**config.mk**
```make
export PLATFORM = sky130hd
export DESIGN_NAME = ram_bus_master
export DESIGN_NICKNAME = d
export VERILOG_FILES = /design/src/rtl/ram_bus_pkg.sv /design/src/rtl/ram_bus_master.sv
export SDC_FILE = /design/constraint.sdc
export NUM_CORES = 1
export LEC_CHECK = 0
export CORE_MARGIN = 2
export CORE_UTILIZATION = 29
export DETAILED_ROUTE_END_ITERATION = 7
export PLACE_DENSITY = 0.55
export SYNTH_ARGS = -nofsm -noshare
export SYNTH_HDL_FRONTEND = slang
export SYNTH_SLANG_ARGS = --single-unit
```
**constraint.sdc**
```tcl
create_clock -name clk -period 2.4 [get_ports clk]
set_input_delay 0.6 -clock clk [delete_from_list [all_inputs] [get_ports clk]]
set_output_delay 0.6 -clock clk [all_outputs]
set_load 0.005 [all_outputs]
```
**src/rtl/ram_bus_pkg.sv**
```systemverilog
// Shared types and constants for the data-RAM bus initiator.
// Bus widths, burst length width, well-known peripheral addresses and the FSM state encoding.
package ram_bus_pkg;

   localparam int RAM_ADDR_W = 12;
   localparam int RAM_DATA_W = 16;
   localparam int BURST_W    = 4;

   localparam logic [RAM_ADDR_W-1:0] ADDR_BUTTONS = 12'd0;
   localparam logic [RAM_ADDR_W-1:0] ADDR_HEX     = 12'd1;

   typedef enum logic [2:0] {
      ST_IDLE,
      ST_CLR,
      ST_WDATA,
      ST_WISSUE,
      ST_RISSUE,
      ST_RWAIT,
      ST_RRESP
   } state_t;

endpackage

```
**src/rtl/ram_bus_master.sv**
```systemverilog
// Burst read/write/clear initiator for the data-RAM bus: one bus access per beat,
// read beats returned over a valid/ready response handshake.
module ram_bus_master
   import ram_bus_pkg::*;
#(
   parameter int READ_LATENCY = 1
)
(
   input  logic                  clk,
   input  logic                  res,
   input  logic                  cmd_valid,
   output logic                  cmd_ready,
   input  logic                  cmd_write,
   input  logic                  cmd_clr,
   input  logic [RAM_ADDR_W-1:0] cmd_addr,
   input  logic [BURST_W-1:0]    cmd_len,
   input  logic                  wr_valid,
   output logic                  wr_ready,
   input  logic [RAM_DATA_W-1:0] wr_data,
   output logic                  rd_valid,
   input  logic                  rd_ready,
   output logic [RAM_DATA_W-1:0] rd_data,
   output logic                  rd_last,
   output logic                  busy,
   output logic [RAM_ADDR_W-1:0] RAMaddr,
   output logic [RAM_DATA_W-1:0] RAMdataIn,
   input  logic [RAM_DATA_W-1:0] RAMdataOut,
   output logic                  RAMsel,
   output logic                  RAMld,
   output logic                  RAMclr
);

   // RWAIT exits when the latency counter reaches this value.
   localparam logic [2:0] LAT_LAST = 3'(READ_LATENCY - 1);

   state_t                  state_reg,  state_next;
   logic [RAM_ADDR_W-1:0]   addr_reg,   addr_next;
   logic [BURST_W-1:0]      len_reg,    len_next;
   logic [BURST_W-1:0]      count_reg,  count_next;
   logic [RAM_DATA_W-1:0]   wdata_reg,  wdata_next;
   logic [RAM_DATA_W-1:0]   rdata_reg,  rdata_next;
   logic [2:0]              lat_reg,    lat_next;

   logic last_beat;
   assign last_beat = (count_reg == len_reg);

   always_ff @(posedge clk) begin
      if (res) begin
         state_reg <= ST_IDLE;
         addr_reg  <= '0;
         len_reg   <= '0;
         count_reg <= '0;
         wdata_reg <= '0;
         rdata_reg <= '0;
         lat_reg   <= '0;
      end else begin
         state_reg <= state_next;
         addr_reg  <= addr_next;
         len_reg   <= len_next;
         count_reg <= count_next;
         wdata_reg <= wdata_next;
         rdata_reg <= rdata_next;
         lat_reg   <= lat_next;
      end
   end

   always_comb begin
      state_next = state_reg;
      addr_next  = addr_reg;
      len_next   = len_reg;
      count_next = count_reg;
      wdata_next = wdata_reg;
      rdata_next = rdata_reg;
      lat_next   = lat_reg;
      case (state_reg)
         ST_IDLE: begin
            if (cmd_valid) begin
               // A clear ignores the address/length fields, so the bus address is left untouched.
               if (cmd_clr) begin
                  state_next = ST_CLR;
               end else begin
                  addr_next  = cmd_addr;
                  len_next   = cmd_len;
                  count_next = '0;
                  state_next = cmd_write ? ST_WDATA : ST_RISSUE;
               end
            end
         end
         ST_CLR: begin
            state_next = ST_IDLE;
         end
         ST_WDATA: begin
            if (wr_valid) begin
               wdata_next = wr_data;
               state_next = ST_WISSUE;
            end
         end
         ST_WISSUE: begin
            if (last_beat) begin
               state_next = ST_IDLE;
            end else begin
               addr_next  = addr_reg + 12'd1;
               count_next = count_reg + 4'd1;
               state_next = ST_WDATA;
            end
         end
         ST_RISSUE: begin
            lat_next   = '0;
            state_next = ST_RWAIT;
         end
         ST_RWAIT: begin
            if (lat_reg == LAT_LAST) begin
               rdata_next = RAMdataOut;
               state_next = ST_RRESP;
            end else begin
               lat_next = lat_reg + 3'd1;
            end
         end
         ST_RRESP: begin
            if (rd_ready) begin
               if (last_beat) begin
                  state_next = ST_IDLE;
               end else begin
                  addr_next  = addr_reg + 12'd1;
                  count_next = count_reg + 4'd1;
                  state_next = ST_RISSUE;
               end
            end
         end
         default: begin
            state_next = ST_IDLE;
         end
      endcase
   end

   // Every output is a decode of registered state, never of an input.
   assign cmd_ready = (state_reg == ST_IDLE);
   assign busy      = (state_reg != ST_IDLE);
   assign wr_ready  = (state_reg == ST_WDATA);
   assign rd_valid  = (state_reg == ST_RRESP);
   assign rd_last   = (state_reg == ST_RRESP) && last_beat;
   assign rd_data   = rdata_reg;
   assign RAMsel    = (state_reg == ST_WISSUE) || (state_reg == ST_RISSUE);
   assign RAMld     = (state_reg != ST_WISSUE);
   assign RAMclr    = (state_reg == ST_CLR);
   assign RAMaddr   = addr_reg;
   assign RAMdataIn = wdata_reg;

endmodule

```
==> results of run 1 <==
[layout by cell type, fill, tap and decap left out, types with 8 or more instances in the layout]
| cell type | synthesis | routed |
|---|---|---|
| dfxtp_1 | 58 | 54 |
| clkbuf_8 | 0 | 10 |
| nand3_1 | 10 | 9 |
| nand2_1 | 86 | 86 |
| buf_4 | 0 | 21 |
| inv_1 | 8 | 8 |
| clkdlybuf4s50_1 | 0 | 104 |
| a21oi_1 | 45 | 45 |
| o21ai_0 | 17 | 17 |
| nor3_1 | 11 | 11 |
| nor2_1 | 21 | 21 |
[cell type report]
cell class / instances / share of cell area
Multi-Input combinational cell: 271 / 0.3496
Timing Repair Buffer: 127 / 0.2880
Sequential cell: 58 / 0.2767
Tap cell: 111 / 0.03289
Clock buffer: 10 / 0.03259
Clock inverter: 5 / 0.01304
Inverter: 8 / 0.007111
[kinds of logic (layout without fill, tap and decap cells)]
group,Yosys count,in the layout
AND/OR/NAND/NOR,162,162
AO/OA/AOI/OAI,92,92
flip-flops,58,58
buffers and inverters,31,150
XOR/XNOR,7,7
multiplexers,6,6
adder cells (fa/ha/maj),4,4
[per-stage QoR]
| stage | cell area, um^2 | worst slack (ns) | hold slack (ns) |
|---|---|---|---|
| after floorplan | 2748 | 0.2874 | 0.4527 |
| after global placement | 3991 | -0.1933 | 0.4412 |
| after detailed placement | 3991 | -0.2429 | 0.4457 |
| after CTS | 4210 | 0.01092 | 0.4539 |
| after global routing | 4223 | 0.00004097 | 0.4725 |
| final | 4223 | 0.1283 | 0.4525 |
[synth_stat cells (all sizes together), types with 2 or more instances]
cell type | number | share of area
xnor2 | 5 | 0.016
buf | 2 | 0.0055
a211oi | 4 | 0.011
and2 | 7 | 0.016
or3 | 5 | 0.011
clkbuf | 21 | 0.029
nand3 | 10 | 0.018
ha | 4 | 0.018
nand4 | 2 | 0.0046
nor2b | 3 | 0.0068
o21ai | 18 | 0.033
a31oi | 6 | 0.014
a21oi | 46 | 0.085
nor3b | 2 | 0.0055
nor3 | 11 | 0.020
o31a | 2 | 0.0064
o32ai | 2 | 0.0064
dfxtp | 58 | 0.42
mux2i | 5 | 0.018
inv | 8 | 0.011
nor4 | 2 | 0.0046
nor2 | 21 | 0.029
nand2 | 86 | 0.12
nand2b | 5 | 0.011
and4 | 2 | 0.0064
a22oi | 2 | 0.0055
xor2 | 2 | 0.0064
[power breakdown]
| group | switching, mW | internal [mW] | total [mW] |
|---|---|---|---|
| registers | 0.0649 | 1.02 | 1.08 |
| logic | 0.254 | 0.330 | 0.584 |
| clock network | 0.386 | 0.497 | 0.883 |
| total | 0.705 | 1.84 | 2.55 |
[how the worst max path moves through the flow]
stage,startpoint,to,slack [ns],depth (start not counted)
after floorplan,cmd_clr,RAMaddr[9],0.29,5
after global placement,cmd_clr,RAMaddr[9],-0.19,6
after detailed placement,cmd_clr,RAMaddr[7],-0.24,7
after CTS,state_reg[1],cmd_ready,0.01,4
after global routing,count_reg[1],rd_last,0.00004,4
final,state_reg[1],busy,0.13,3
[worst max-delay path: stages, from the launching register on]
cell and delay, ns:
dfxtp_4 0.35, buf_4 0.16, or3_4 0.38, clkdlybuf4s50_1 0.45
[routing by layer]
metal / global-route usage / part of all wire / vias to the layer above
met5: 0 / 0 / -
met4: 0.05925 / 0.015 / 0
met3: 0.05590 / 0.064 / 9
met2: 0.2557 / 0.46 / 82
met1: 0.2068 / 0.46 / 1281
li1: - / - / 1472
[what timing repair did]
action	in CTS	in global routing
setup endpoints to repair	6	3
setup buffers	2	0
hold buffers	0	0
gates resized for setup	5	4
==> reports/results.ini, run 1 <==
[outcome]
outcome=finished, final reports clean

[detailed_routing]
vias_per_cell=4.820
drt_iter0_drc=131
drc_errors=0
via_count=2844
wl_per_cell_um=13.43
drt_first_pass_iters=4
antenna_left=0
totalWireLength_um=7921

[power_and_ir_drop]
ir_drop_v=0.0002840
power_density_nw_per_um2=603.7
p_leak_nw=1.455
p_total_mw=2.549

[timing]
drv_slew=0
hold_viol=0
rsz0062_at_grt=no
setup_violations=0
fin_crit_sh=0.9465
min_period_ns=2.272
max_freq_ghz=0.4402
setup_tns_ns=0
slew_headroom=0.5847
tightest_slew_ns=0.6212
finalClockSkew_ns=0.009924

[synth]
syn_nets=419
synth_area_um2=2748
yosys.area_share.simple=0.2696
ys_async_sr_fraction=0
synth_cell_type_count=50
synthAdderAreaFrac=0.01821
synth_xor_area_frac=0.02231
synth_top_family_by_area=simple AND/OR/NAND/NOR gates
muxShareOfSynthArea=0.02231
syn_inst=360
syn_avg_cell_area_um2=7.632
yosys_register_bits=58
synth_compound_area_frac=0.1999
synth_edf_count=0
ys.flop_type=dfxtp_1
ys_warn_count=0
yosysSeqAreaShare=0.4226

[final_layout]
multi_input_area_um2=1476
diodes=0
nets=534
syn_to_final_growth_pct=53.69
fill_cells=925
post-route-util=0.4592
fin_cells=590
regArea_um2=1169
drive_gt1_frac=0.1023

[setup_path]
cp_max_fo=8
crit_type=flop to primary output
end_kind=primary output
crit_arrival_ns=1.67
r2r_cells=6
worstReg2RegEnd=count_reg[2]
critical_path.startpoint_type=flop
cp_data_required_time_ns=1.80
r2r_start=state_reg[1]
r2r_slack_ns=0.33

[global_routing]
grt_pass1_wl_um=13180
grt-ovfl-total=0
grt_antenna_before_repair=0
grt_max_degree=30
grt_pass1_vias=2770
track_usage=0.1625

[clock_network]
numCtsBuffers=9
clk_path_buf_depth=2
cts_max_level=3
clkTransAtPathRegs_ns=0.06
clk_latency_ns=0.34
cts_tree=yes
cts.sinks=58
cts_root_buf=clkbuf_8

[placed_design]
dp.cells=573
gp_congestion=0.8208
port_buffers=106
post-dp-hpwl_um=5753

[hold_path]
hp-class=flop to flop
min_from=RAMdataIn[8]
hold_end=RAMdataIn[8]
worstHoldPathCells=2

[die]
rows=35
dieArea_um2=10270
initial_core_util=0.2988
die_w_um=101.3
io_pins=107
die_y_um=101.3
fp.coreArea_um2=9196

[run]
drv_cap=0

No activity file was read; power rests on OpenSTA's default activity.
==> inputs of run 2 (changes only) <==
--- a/config.mk
+++ b/config.mk
@@ -9,6 +9,8 @@
 export CORE_UTILIZATION = 29
 export DETAILED_ROUTE_END_ITERATION = 7
 export PLACE_DENSITY = 0.55
+export RECOVER_POWER = 100
+export SKIP_CTS_REPAIR_TIMING = 1
 export SYNTH_ARGS = -nofsm -noshare
 export SYNTH_HDL_FRONTEND = slang
 export SYNTH_SLANG_ARGS = --single-unit
==> run 2 against run 1 <==
Clock power about the same. Fmax is 1.8% lower. Final cell count is 0.17% lower. Critical path type unchanged.
==> reports/results.ini, run 2 (synthesized netlist as in run 1, its figures left out) <==
[run]
drv_cap=0

[setup_path]
crit_chain=buf_4 -> or3_1 -> clkdlybuf4s50_1
cp_top_family=buffers and inverters
cp_data_required_time_ns=1.80
critical_path.startpoint_type=flop
cpMaxStageDelayCell=clkdlybuf4s50_1
end_kind=primary output
max_stage_delay_ns=0.46
critical_path_depth=3
cp_max_fo=8
r2r_cells=8
crit_arrival_ns=1.71
crit_type=flop to primary output
path_buf_inv=2

[power_and_ir_drop]
p_sw_mw=0.7025
combPwrFrac=0.219
ir_drop_v=0.0002790
internal_power_mw=1.816
p_total_mw=2.518
pwr-share-clk=0.352
swShare=0.2790
p_leak_nw=1.592
power_density_nw_per_um2=600.4
p_seq_frac=0.429

[global_routing]
grt_pass1_wl_um=13090
grt.met2_usage=0.2517
grt-ovfl-total=0
grtUsageMet3=0.05590
grt_pass1_vias=2748
grt_antenna_before_repair=0
grt_max_degree=30
grt_util_met1=0.2072
busiest_layer=met2
track_usage=0.1614

[die]
die_w_um=101.3
io_pins=107
fp.coreArea_um2=9196
die_y_um=101.3
dieArea_um2=10270
initial_core_util=0.2988
rows=35

[placed_design]
dp.cells=573
gp_congestion=0.8208
pre_cts_slack_ns=-0.2429
post-dp-hpwl_um=5753
port_buffers=106

[final_layout]
fill_cells=933
drive_gt1_frac=0.09623
syn_to_final_growth_pct=52.64
nets=533
diodes=0
layout_commonest_cell=nand2_1
fin_cells=589
layout_common_cells=nand2_1, clkdlybuf4s50_1, dfxtp_1, dlygate4sd3_1, a21oi_1
post-route-util=0.4561

[detailed_routing]
drt_first_pass_iters=4
drc_errors=0
totalWireLength_um=7899
antenna_left=0
wl_per_cell_um=13.41
via_count=2837
vias_per_cell=4.817
drt_iter0_drc=109

[clock_network]
clk_path_buf_depth=2
clkTransAtPathRegs_ns=0.06
clk_latency_ns=0.34
cts_root_buf=clkbuf_8
cts_tree=yes
cts.sinks=58
numCtsBuffers=9
cts_max_level=3

[timing]
drv_slew=0
tightest_slew_ns=0.8959
finalClockSkew_ns=0.009923
min_period_ns=2.314
slew_headroom=0.4024
max_freq_ghz=0.4321
fin_crit_sh=0.9643
setup_violations=0
hold_viol=0
layout_setup_ws_ns=0.08579
rsz0062_at_grt=no

[hold_path]
hp-class=flop to flop
worstHoldPathCells=2

[outcome]
outcome=finished, final reports clean

-- run 2: cell types whose count changed in the layout (fill, tap and decap cells not counted), sizes merged --
| cell | before | now |
|---|---|---|
| buf | 22 | 18 |
| clkbuf | 10 | 13 |
| clkdlybuf4s50 | 104 | 57 |
| dlygate4sd3 | 0 | 47 |
-- run 2: path summary, 6_finish.rpt --
path                                     end         start  slack (ns)
worst max register to register    RAMaddr[1]  state_reg[1]        0.30
worst max-delay path                    busy  state_reg[1]        0.09
worst min register to register  RAMdataIn[8]  RAMdataIn[8]        0.45
worst min-delay path            RAMdataIn[8]  RAMdataIn[8]        0.45
-- run 2: stage by stage --
stage | TNS, ns | hold WS [ns] | instance area (um^2)
2_1_floorplan | 0 | 0.4527 | 2748
3_3_place_gp | -1.861 | 0.4412 | 3991
3_5_place_dp | -2.732 | 0.4457 | 3991
4_1_cts | -0.2891 | 0.4539 | 4184
5_1_grt | 0 | 0.4699 | 4194
6_report | 0 | 0.4493 | 4194
-- run 2: metal layers --
layer / share of wire / routed length, um / up-vias
li1: - / - / 1467
met1: 0.47 / 3682 / 1279
met2: 0.46 / 3608 / 85
met3: 0.065 / 516 / 6
met4: 0.012 / 91 / 0
met5: 0 / 0 / -
-- run 2: worst reg2reg max path, cell delays in order, from the launching register on --
cell	delay, ns
dfxtp_4	0.37
buf_4	0.14
or4b_4	0.54
o211a_2	0.26
clkbuf_2	0.16
a21oi_2	0.15
buf_4	0.15
nor2_1	0.04
a311oi_1	0.22
-- run 2: area by class of cell --
cell class | count | area [um^2] | area share
Clock buffer | 10 | 137.6 | 0.03282
Clock inverter | 5 | 55.05 | 0.01313
Inverter | 8 | 30.03 | 0.007160
Multi-Input combinational cell | 271 | 1464 | 0.3490
Sequential cell | 58 | 1169 | 0.2786
Tap cell | 111 | 138.9 | 0.03311
Timing Repair Buffer | 126 | 1200 | 0.2861
-- run 2: power by group through the flow --
stage / clock [mW] / combinational [mW] / sequential, mW
3_5_place_dp: 0 / 0.570 / 1.10
2_1_floorplan: 0 / 0.273 / 1.08
5_1_grt: 0.967 / 0.612 / 1.09
4_1_cts: 0.920 / 0.573 / 1.08
3_3_place_gp: 0 / 0.568 / 1.10
6_report: 0.886 / 0.553 / 1.08
==> inputs of run 3 (changes only) <==
--- a/config.mk
+++ b/config.mk
@@ -5,10 +5,12 @@
 export SDC_FILE = /design/constraint.sdc
 export NUM_CORES = 1
 export LEC_CHECK = 0
+export CELL_PAD_IN_SITES_DETAIL_PLACEMENT = 1
+export CELL_PAD_IN_SITES_GLOBAL_PLACEMENT = 1
 export CORE_MARGIN = 2
-export CORE_UTILIZATION = 29
+export CORE_UTILIZATION = 31
 export DETAILED_ROUTE_END_ITERATION = 7
-export PLACE_DENSITY = 0.55
+export PLACE_DENSITY = 0.79
 export RECOVER_POWER = 100
 export SKIP_CTS_REPAIR_TIMING = 1
 export SYNTH_ARGS = -nofsm -noshare
==> run 3 against run 2 <==
Non-clock buffer count decreased by 2. Register-to-register slack gained 0.04 ns. Clock skew down 0.0034 ns. Power is 5.2% higher. Global-route usage rose by 2.8 points. Combinational power hardly changed. Hold slack improved by 0.0058 ns. Clock power rose by 13%. Worst setup slack worse by 0.025 ns. Wire length rose by 13%. Critical path type unchanged.
==> reports/results.ini, run 3 (synthesized netlist as in run 1, its figures left out) <==
[outcome]
outcome=finished, final reports clean

[clock_network]
cts_max_level=3
numCtsBuffers=9
clk_latency_ns=0.33
cts_root_buf=clkbuf_8
clk_path_buf_depth=2
clkTransAtPathRegs_ns=0.06
cts.sinks=58
cts_tree=yes

[setup_path]
cp_top_family=buffers and inverters
r2r_start=state_reg[2]
end_kind=primary output
crit_type=flop to primary output
cp_max_fo=14
cpMaxStageDelayCell=dlygate4sd3_1
critical_path.startpoint_type=flop
crit_chain=or3_1 -> dlygate4sd3_1
max_stage_delay_ns=0.61
worstReg2RegEnd=RAMaddr[1]
r2r_cells=7
cp_data_required_time_ns=1.80
r2r_slack_ns=0.34
crit_arrival_ns=1.74
path_buf_inv=1

[detailed_routing]
vias_per_cell=5.038
drt_iter0_drc=126
totalWireLength_um=8942
via_count=2947
wl_per_cell_um=15.29
drt_first_pass_iters=4
drc_errors=0
antenna_left=0

[final_layout]
nets=531
syn_to_final_growth_pct=53.28
layout_commonest_cell=nand2_1
layout_common_cells=nand2_1, clkdlybuf4s50_1, dfxtp_1, dlygate4sd3_1, a21oi_1
post-route-util=0.4853
diodes=0
final_area_um2=4212
drive_gt1_frac=0.09015

[hold_path]
min_from=RAMdataIn[8]
hold_end=RAMdataIn[8]
worstHoldPathCells=2
hp-class=flop to flop

[timing]
tightest_slew_ns=0.7069
fin_hold_ws_ns=0.4551
drv_slew=0
finalClockSkew_ns=0.006513
setup_violations=0
setup_tns_ns=0
slew_headroom=0.5287
hold_viol=0
max_freq_ghz=0.4276
min_period_ns=2.339
fin_crit_sh=0.9745
rsz0062_at_grt=no

[power_and_ir_drop]
power_density_nw_per_um2=628.7
p_total_mw=2.648
ir_drop_v=0.0003523
p_leak_nw=1.604

[global_routing]
grt_antenna_before_repair=0
grt_pass1_wl_um=14820
track_usage=0.1893
grt_max_degree=36
grt-ovfl-total=0
grt_pass1_vias=3013

[die]
initial_core_util=0.3166
fp.coreArea_um2=8678
io_pins=107
rows=34
die_y_um=98.15
dieArea_um2=9632
die_w_um=98.15

[placed_design]
post-dp-hpwl_um=6481
gp_congestion=0.8531
port_buffers=106
place_area_um2=3993

[run]
drv_cap=0

run 3: cell type report:
class / count / area, um^2
Clock buffer: 11 / 141.4
Clock inverter: 5 / 77.57
Multi-Input combinational cell: 271 / 1468
Inverter: 8 / 30.03
Tap cell: 108 / 135.1
Timing Repair Buffer: 124 / 1190
Fill cell: 1096 / 4467
Sequential cell: 58 / 1170
run 3: worst register-to-register path, delay by kind of cell, from the launching register on:
| family | cells | cell delay (ns) |
|---|---|---|
| simple gates | 2 | 0.62 |
| buf+inv | 2 | 0.33 |
| flops | 1 | 0.40 |
| compound gates | 3 | 0.63 |
run 3: where the power goes:
part | internal (mW) | switching [mW] | leakage [nW] | total [mW]
clock network | 0.610 | 0.394 | 0.109 | 1.00
registers | 1.02 | 0.0736 | 0.472 | 1.09
logic | 0.295 | 0.260 | 1.02 | 0.555
run 3: metal layers:
metal	up-vias	share of wire	track usage
li1	1472	-	-
met1	1397	0.46	0.2422
met2	71	0.49	0.3188
met3	7	0.043	0.03651
met4	0	0.012	0.06744
met5	-	0	0
run 3: per-stage QoR:
step	setup slack, ns	instances
2_1_floorplan	0.2874	360
3_3_place_gp	-0.1919	569
3_5_place_dp	-0.2347	569
4_1_cts	-0.1650	585
5_1_grt	0.002845	585
6_report	0.06115	585
run 3: how the worst max path moves through the flow:
stage                       startpoint         end  cells past startpoint
after CTS                 state_reg[1]      RAMsel                      4
after global routing      state_reg[1]       RAMld                      4
final                     state_reg[0]        busy                      2
after detailed placement     cmd_valid  RAMaddr[9]                      6
after global placement       cmd_valid  RAMaddr[9]                      6
after floorplan                cmd_clr  RAMaddr[9]                      5
